File: config.mk
export PLATFORM = sky130hd
export DESIGN_NAME = instruction_fetch
export DESIGN_NICKNAME = d
export VERILOG_FILES = /design/src/rtl/instruction_fetch_pkg.sv /design/src/rtl/instruction_fetch_next_pc_logic.sv /design/src/rtl/instruction_fetch.sv
export SDC_FILE = /design/constraint.sdc
export NUM_CORES = 1
export LEC_CHECK = 0
export CORE_UTILIZATION = 49
export DETAILED_ROUTE_END_ITERATION = 10
export PLACE_DENSITY_LB_ADDON = 0.1
export SLEW_MARGIN = 5
export SYNTH_ARGS = -nofsm -noshare
export SYNTH_HDL_FRONTEND = slang
export SYNTH_HIERARCHICAL = 1
export SYNTH_SLANG_ARGS = --single-unit
File: constraint.sdc
create_clock -name iCpuClock -period 6.09 [get_ports iCpuClock]
set_clock_uncertainty 0.1 [all_clocks]
set_input_delay 1.218 -clock iCpuClock [delete_from_list [all_inputs] [get_ports iCpuClock]]
set_output_delay 1.218 -clock iCpuClock [all_outputs]
set_load 0.005 [all_outputs]
File: src/rtl/instruction_fetch_pkg.sv
// instruction_fetch_pkg: shared FSM encoding and PC constants for the fetch stage
package instruction_fetch_pkg;
  typedef enum logic [1:0] {
    FETCH  = 2'd0,
    EXEC   = 2'd1,
    HALTED = 2'd2
  } state_e;
  localparam logic [31:0] DEFAULT_RESET_PC = 32'h0000_0000;
  localparam logic [31:0] PC_INC = 32'd4;
endpackage

File: src/rtl/instruction_fetch_next_pc_logic.sv
// next_pc_logic: combinational next-PC selection (jr > j/jal > taken branch > PC+4)
module next_pc_logic
  import instruction_fetch_pkg::*;
(
  input  logic [31:0] pc_i,
  input  logic [25:0] target_i,
  input  logic        branch_i,
  input  logic        nbranch_i,
  input  logic        zero_i,
  input  logic        jump_i,
  input  logic        jr_i,
  input  logic [29:0] imm_i,
  input  logic [29:0] rs_i,
  output logic [31:0] next_pc_o,
  output logic [31:0] pc4_o
);
  logic taken;
  assign pc4_o = pc_i + PC_INC;
  assign taken = (branch_i & zero_i) | (nbranch_i & ~zero_i);
  always_comb
    next_pc_o = jr_i   ? {rs_i, 2'b00} :
                jump_i ? {pc4_o[31:28], target_i, 2'b00} :
                taken  ? pc4_o + {imm_i, 2'b00} :
                         pc4_o;
endmodule

File: src/rtl/instruction_fetch.sv
// instruction_fetch: PC register, imem req/ack fetch FSM and one-cycle execute strobe
module instruction_fetch
  import instruction_fetch_pkg::*;
#(
  parameter logic [31:0] RESET_PC        = DEFAULT_RESET_PC,
  parameter int          IMEM_ADDR_WIDTH = 14
) (
  input  logic                       iCpuClock,
  input  logic                       iCpuReset,
  output logic                       oImemReq,
  output logic [IMEM_ADDR_WIDTH-1:0] oImemAddr,
  input  logic [31:0]                iImemRdata,
  input  logic                       iImemAck,
  input  logic                       iBranch,
  input  logic                       iNBranch,
  input  logic                       iZero,
  input  logic                       iJmp,
  input  logic                       iJal,
  input  logic                       iJr,
  input  logic [31:0]                iSignExtendedImmediate,
  input  logic [31:0]                iRegRs,
  input  logic                       iHalt,
  output logic [31:0]                oInstruction,
  output logic [31:0]                oJalLinkAddress,
  output logic [31:0]                oPc,
  output logic                       oInstrValid
);
  state_e      state_q, state_d;
  logic [31:0] pc_q, pc_d, instr_q, instr_d, next_pc, pc4;

  next_pc_logic u_next_pc (
    .pc_i      (pc_q),
    .target_i  (instr_q[25:0]),
    .branch_i  (iBranch),
    .nbranch_i (iNBranch),
    .zero_i    (iZero),
    .jump_i    (iJmp | iJal),
    .jr_i      (iJr),
    .imm_i     (iSignExtendedImmediate[29:0]),
    .rs_i      (iRegRs[31:2]),
    .next_pc_o (next_pc),
    .pc4_o     (pc4)
  );

  always_comb begin
    state_d = state_q == FETCH ? (iImemAck ? EXEC : FETCH) :
              state_q == EXEC  ? (iHalt ? HALTED : FETCH) : HALTED;
    instr_d = (state_q == FETCH && iImemAck) ? iImemRdata : instr_q;
    pc_d    = state_q == EXEC ? next_pc : pc_q;
  end

  always_ff @(posedge iCpuClock or posedge iCpuReset)
    if (iCpuReset) begin
      state_q <= FETCH;
      pc_q    <= {RESET_PC[31:2], 2'b00};
      instr_q <= '0;
    end else begin
      state_q <= state_d;
      pc_q    <= pc_d;
      instr_q <= instr_d;
    end

  // state is already FETCH while reset is held, so the request must be masked explicitly
  assign oImemReq        = state_q == FETCH && !iCpuReset;
  assign oImemAddr       = pc_q[IMEM_ADDR_WIDTH+1:2];
  assign oInstruction    = instr_q;
  assign oJalLinkAddress = pc4;
  assign oPc             = pc_q;
  assign oInstrValid     = state_q == EXEC;
endmodule

### After elaboration in Yosys (flattened, before gate mapping)

Index checks and enable logic that the tools add are counted.
Widths: inputs -> output; s select.

* register bits after elaboration: 66
* input port bits: 106
* output and inout port bits: 112

* add/sub/neg operators: 2
* eq/ne operators: 1
* muxes and demuxes: 7
* bitwise gates (word level): 5
* reductions and logical operators: 4

Operators by type and width (count)
* $mux 32: 3
* $add 32x3->32 const B: 1
* $add 32x32->32: 1
* $mux 2: 3
* $and 1x1->1: 2
* $eq 2x1->1 const B: 1
* $logic_and 1x1->1: 2
* $logic_not 2->1: 1
* $or 1x1->1: 2
* $logic_not 1->1: 1
* $mux 1: 1
* $not 1->1: 1

### Depth between registers and ports, before layout

* depth in word-level cells: 6
* gate-level depth with buffers: 17

### Hierarchy

Netlist, hierarchy kept.

Modules (own cells, without submodules)
* next_pc_logic: instances 1, cells each 466, area each 3075.4 um^2, sequential area each 0.0 um^2
* instruction_fetch: instances 1, cells each 157, area each 2603.7 um^2, sequential area each 1651.6 um^2

### Least setup slack after synthesis

Ideal clock, no wire load.

* path kind: register -> register
* start: register pc_q[2] (netlist: oPc[2])
* end: register pc_q[31] (netlist: oPc[31])
* library setup time: 0.127 ns
* arrival: 3.802 ns
* required time: 5.863 ns
* setup slack: 2.060 ns
* stages on the path, launching flop included: 18
* path buffers: 1
* period minus slack after synthesis: 4.030 ns
* cell sequence: dfrtp_1 > ha_1 > nand2_1 > nor4_1 > nand4_1 > nand2b_1 > xnor2_1 > ha_1 > clkbuf_1 > a21o_1 > a21o_1 > a21oi_1 > o32a_1 > nand2_1 > a311oi_1 > a21boi_1 > nor3_2 > mux2_1

* longest elaborated chain between the ends: 5

Ends and longest elaborated chain
* start: declaration: RTL line instruction_fetch.sv:29 `logic [31:0] pc_q, pc_d, instr_q, instr_d, next_pc, pc4;`
* start signal: assignment: RTL line instruction_fetch.sv:55 `pc_q <= {RESET_PC[31:2], 2'b00};`
* start signal: assignment: RTL line instruction_fetch.sv:59 `pc_q <= pc_d;`
* $add 32x3->32: RTL line instruction_fetch_next_pc_logic.sv:18 `assign pc4_o = pc_i + PC_INC;`
* via oJalLinkAddress[22]: RTL line instruction_fetch.sv:24 `output logic [31:0] oJalLinkAddress,`
* $add 32x32->32: RTL line instruction_fetch_next_pc_logic.sv:23 `taken ? pc4_o + {imm_i, 2'b00} :`
* $mux 32: RTL line instruction_fetch_next_pc_logic.sv:23
* $mux 32: RTL line instruction_fetch_next_pc_logic.sv:22 `jump_i ? {pc4_o[31:28], target_i, 2'b00} :`
* $mux 32: RTL line instruction_fetch_next_pc_logic.sv:21 `next_pc_o = jr_i ? {rs_i, 2'b00} :`
* via next_pc[31]: RTL line instruction_fetch.sv:29

The timed path passes the listed nets, and every way through them passes these cells.
A chain may end at the register's enable or synchronous reset.

### Final worst setup path

* start: register pc_q[2] (netlist: oPc[2])
* end: register pc_q[31] (netlist: oPc[31])

* longest elaborated chain between the ends: 5

Ends and longest elaborated chain (RTL line)
* $add 32x3->32 (*): instruction_fetch_next_pc_logic.sv:18
* $add 32x32->32: instruction_fetch_next_pc_logic.sv:23
* $mux 32: instruction_fetch_next_pc_logic.sv:23
* $mux 32 (*): instruction_fetch_next_pc_logic.sv:22
* $mux 32 (*): instruction_fetch_next_pc_logic.sv:21
* via next_pc[31]: instruction_fetch.sv:29

The timed path passes the listed nets; every way through them passes the cells marked *.

==> flow_summary.toml <==
[run_status]
outcome = "completed"

[detailed_routing]
drt_first_pass_iters = 5
wire_per_inst_um = 19.8
drt-initial-drc-count = 451
vias_per_cell = 5.96
drc = 0
final_antenna_net_count = 0
vias = 5662
totalWireLength_um = 18800

[sta]
finalCritPeriodShare = 0.798
fin_ws_ns = 1.23
setup_violations = 0
worstMarginPinSlew_ns = 0.988
grt_setup_unrepaired = "no"
maxSlewViolCount = 0
hold_viol = 0
period_minus_slack_ns = 4.86
fin_setup_tns_ns = 0
fmax_mhz = 206
slew_headroom = 0.333

[floorplan]
io-pin-count = 218
die_h_um = 110
die_w_um = 110
core_um2 = 11100
rows = 38
initial_core_util = 0.513
dieArea_um2 = 12000

[synthesis]
synth_flop_cell = "dfrtp_1"
synth_seq_cells = 66
synth_top_area_frac = 0.291
yosysSeqAreaShare = 0.291
yosysTopAreaCell = "dfrtp_1"
synth_cell_type_count = 73
synthCells = 623
syn-cell-area_um2 = 5680
synth-edff-count = 0
syn_area_per_cell_um2 = 9.12
ys_async_sr_fraction = 1.00
syn-num-nets = 766
synth.area.top_cells = "dfrtp_1 29%, mux2_2 12%, ha_1 7.9%"
synth_warnings = 6

[power]
peakVddDrop_mv = 0.342
p_int_uw = 2300
p_leak_uw = 0.00331
pwr-share-comb = 0.644
netSwitchingFraction = 0.411
powerDensity_nw_per_um2 = 488
p_sw_uw = 1610
p_clk_frac = 0.115
p_seq_frac = 0.241

[grt]
grt_max_degree = 67
antenna_found_initial = 0
grt_pass1_vias = 5445
overflow = 0
grtUsageTotal = 0.317
grt_pass1_wl_um = 28700

[job]
maxCapViolCount = 0

[place]
portBuffers = 213
pre_cts_slack_ns = 1.20
hpwl_um = 14700
gp_congestion = 1.02

[setup_path]
crit_path_end_kind = "flop"
max_stage_delay_ns = 0.47
cp_cell_sequence = "ha_1 -> nand2_1 -> nor4_1 -> nand4_1 -> nor2_1 -> nand3_1 -> xnor2_1 -> ha_1 -> a21o_1 -> a21o_1 -> a21o_1 -> a22o_2 -> a311oi_1 -> a21boi_1 -> nor3_2 -> mux2_1"
crit_start = "oPc[2]"
start_kind = "flop"
worstPathArrival_ns = 4.96
path_class = "reg -> reg"
r2r_cells = 16
reg2reg_slack_ns = 1.23
r2r-start = "oPc[2]"
r2r-end = "oPc[31]"
cp_slowest_cell = "nor4_1"
cp.required_ns = 6.19
worst_path_most_repeated_cell = "a21o_1"
critPathMaxFanout = 6

[clock_tree]
cts_resized = 0
cts_hold_buf = 0
htreeDepth = 3
clkSinkCount = 66
clk_latency_ns = 0.32
cts_tree = "yes"
post-cts-setup-buffers = 0
cts_buffer_depth = 2
cts_root_buf = "clkbuf_16"
cts_buffers = 9
clk_pin_slew_worst_paths_ns = 0.05

[min_path]
holdCritPathClass = "reg -> reg"
min-delay-start = "oInstruction[27]"
hold_depth = 1
hold_path_end = "oInstruction[27]"

[final_layout]
antenna_cells = 0
fillCellCount = 872
drive_above_1_share = 0.121
multi_input_area_um2 = 3700
nets = 951
mostFrequentLayoutCell = "clkdlybuf4s50_1"
sequential_cell_area_um2 = 1650
synthToLayoutAreaGrowth_pct = 40.9
most-common-layout-cells = "213 x clkdlybuf4s50_1, 68 x nand2_1, 66 x dfrtp_1"
-- how the worst max path moves through the flow --
| stage | to | depth (start not counted) |
|---|---|---|
| after floorplan | oPc[31] | 17 |
| after global placement | oPc[31] | 11 |
| after detailed placement | oPc[31] | 11 |
| after CTS | oPc[31] | 16 |
| after global routing | oPc[31] | 16 |
| final | oPc[31] | 16 |
-- Yosys cell counts (3+ instances only) --
| master | instances |
|---|---|
| buf_6 | 8 |
| o22ai_1 | 8 |
| nand3_1 | 17 |
| a21o_1 | 18 |
| ha_1 | 36 |
| o211ai_1 | 8 |
| xnor2_1 | 24 |
| buf_4 | 16 |
| and2_1 | 5 |
| a21oi_1 | 38 |
| nand2_1 | 68 |
| a21boi_0 | 4 |
| a31oi_1 | 9 |
| dfrtp_1 | 66 |
| a221oi_1 | 3 |
| or3_1 | 4 |
| and3_1 | 5 |
| o21ai_0 | 27 |
| mux2_2 | 59 |
| o21a_1 | 5 |
| clkbuf_1 | 19 |
| a2bb2oi_1 | 3 |
| o311ai_0 | 5 |
| inv_1 | 10 |
| nor2b_1 | 4 |
| mux2i_1 | 6 |
| nor3_1 | 6 |
| o31ai_1 | 5 |
| xor2_1 | 21 |
| a211oi_1 | 6 |
| and4_1 | 3 |
| nand4_1 | 12 |
| nor2_1 | 42 |
| mux2_1 | 7 |
-- power groups by stage --
stage	Sequential, uW	Combinational [uW]	Clock (uW)
2_1_floorplan	874	1370	0
3_3_place_gp	929	2400	0
3_5_place_dp	942	2460	0
4_1_cts	940	2480	461
5_1_grt	976	2700	479
6_report	943	2520	449
-- cells by family (layout without fill, tap and decap cells) --
logic type	Yosys count	count (layout)	share of synthesized area
compound gates	159	159	0.187
xor+xnor	47	47	0.0771
fa+ha+maj	37	37	0.0828
buf+inv	56	243	0.0599
flops	66	66	0.291
mux	72	72	0.141
simple gates	186	186	0.161
-- flip-flops by register name (all words and copies together), names as in the netlist --
name / flops
oInstruction: 32
oPc: 32
state_q: 2
-- metal layers --
layer	vias up	wire, um	track usage
met5	-	0	0
met1	2700	8190	0.439
li1	2655	-	-
met4	0	385	0.0981
met2	283	8470	0.490
met3	24	1740	0.0753
-- stage by stage --
stage / area [um2] / hold WS (ns) / std cells / power (uW) / util
3_5_place_dp: 7740 / 0.376 / 937 / 3400 / 0.699
4_1_cts: 8000 / 0.385 / 950 / 3880 / 0.722
2_1_floorplan: 5680 / 0.383 / 623 / 2240 / -
3_3_place_gp: 7740 / 0.371 / 937 / 3330 / 0.699
6_report: 8000 / 0.382 / 950 / 3910 / 0.722
5_1_grt: 8000 / 0.413 / 950 / 4160 / 0.722
-- cell type report --
class                           count  area share
Inverter                           11     0.00516
Tap cell                          140      0.0219
Clock buffer                       13      0.0325
Sequential cell                    66       0.206
Timing Repair Buffer              219       0.272
Multi-Input combinational cell    501       0.462
-- critical path, delay by kind of cell (launching register included) --
kind | cells | cell delay, ns
compound gates | 6 | 1.41
xor+xnor | 1 | 0.39
fa+ha+maj | 2 | 0.63
flops | 1 | 0.42
mux | 1 | 0.30
simple gates | 6 | 1.48
Power figures use the tool's default switching activity.
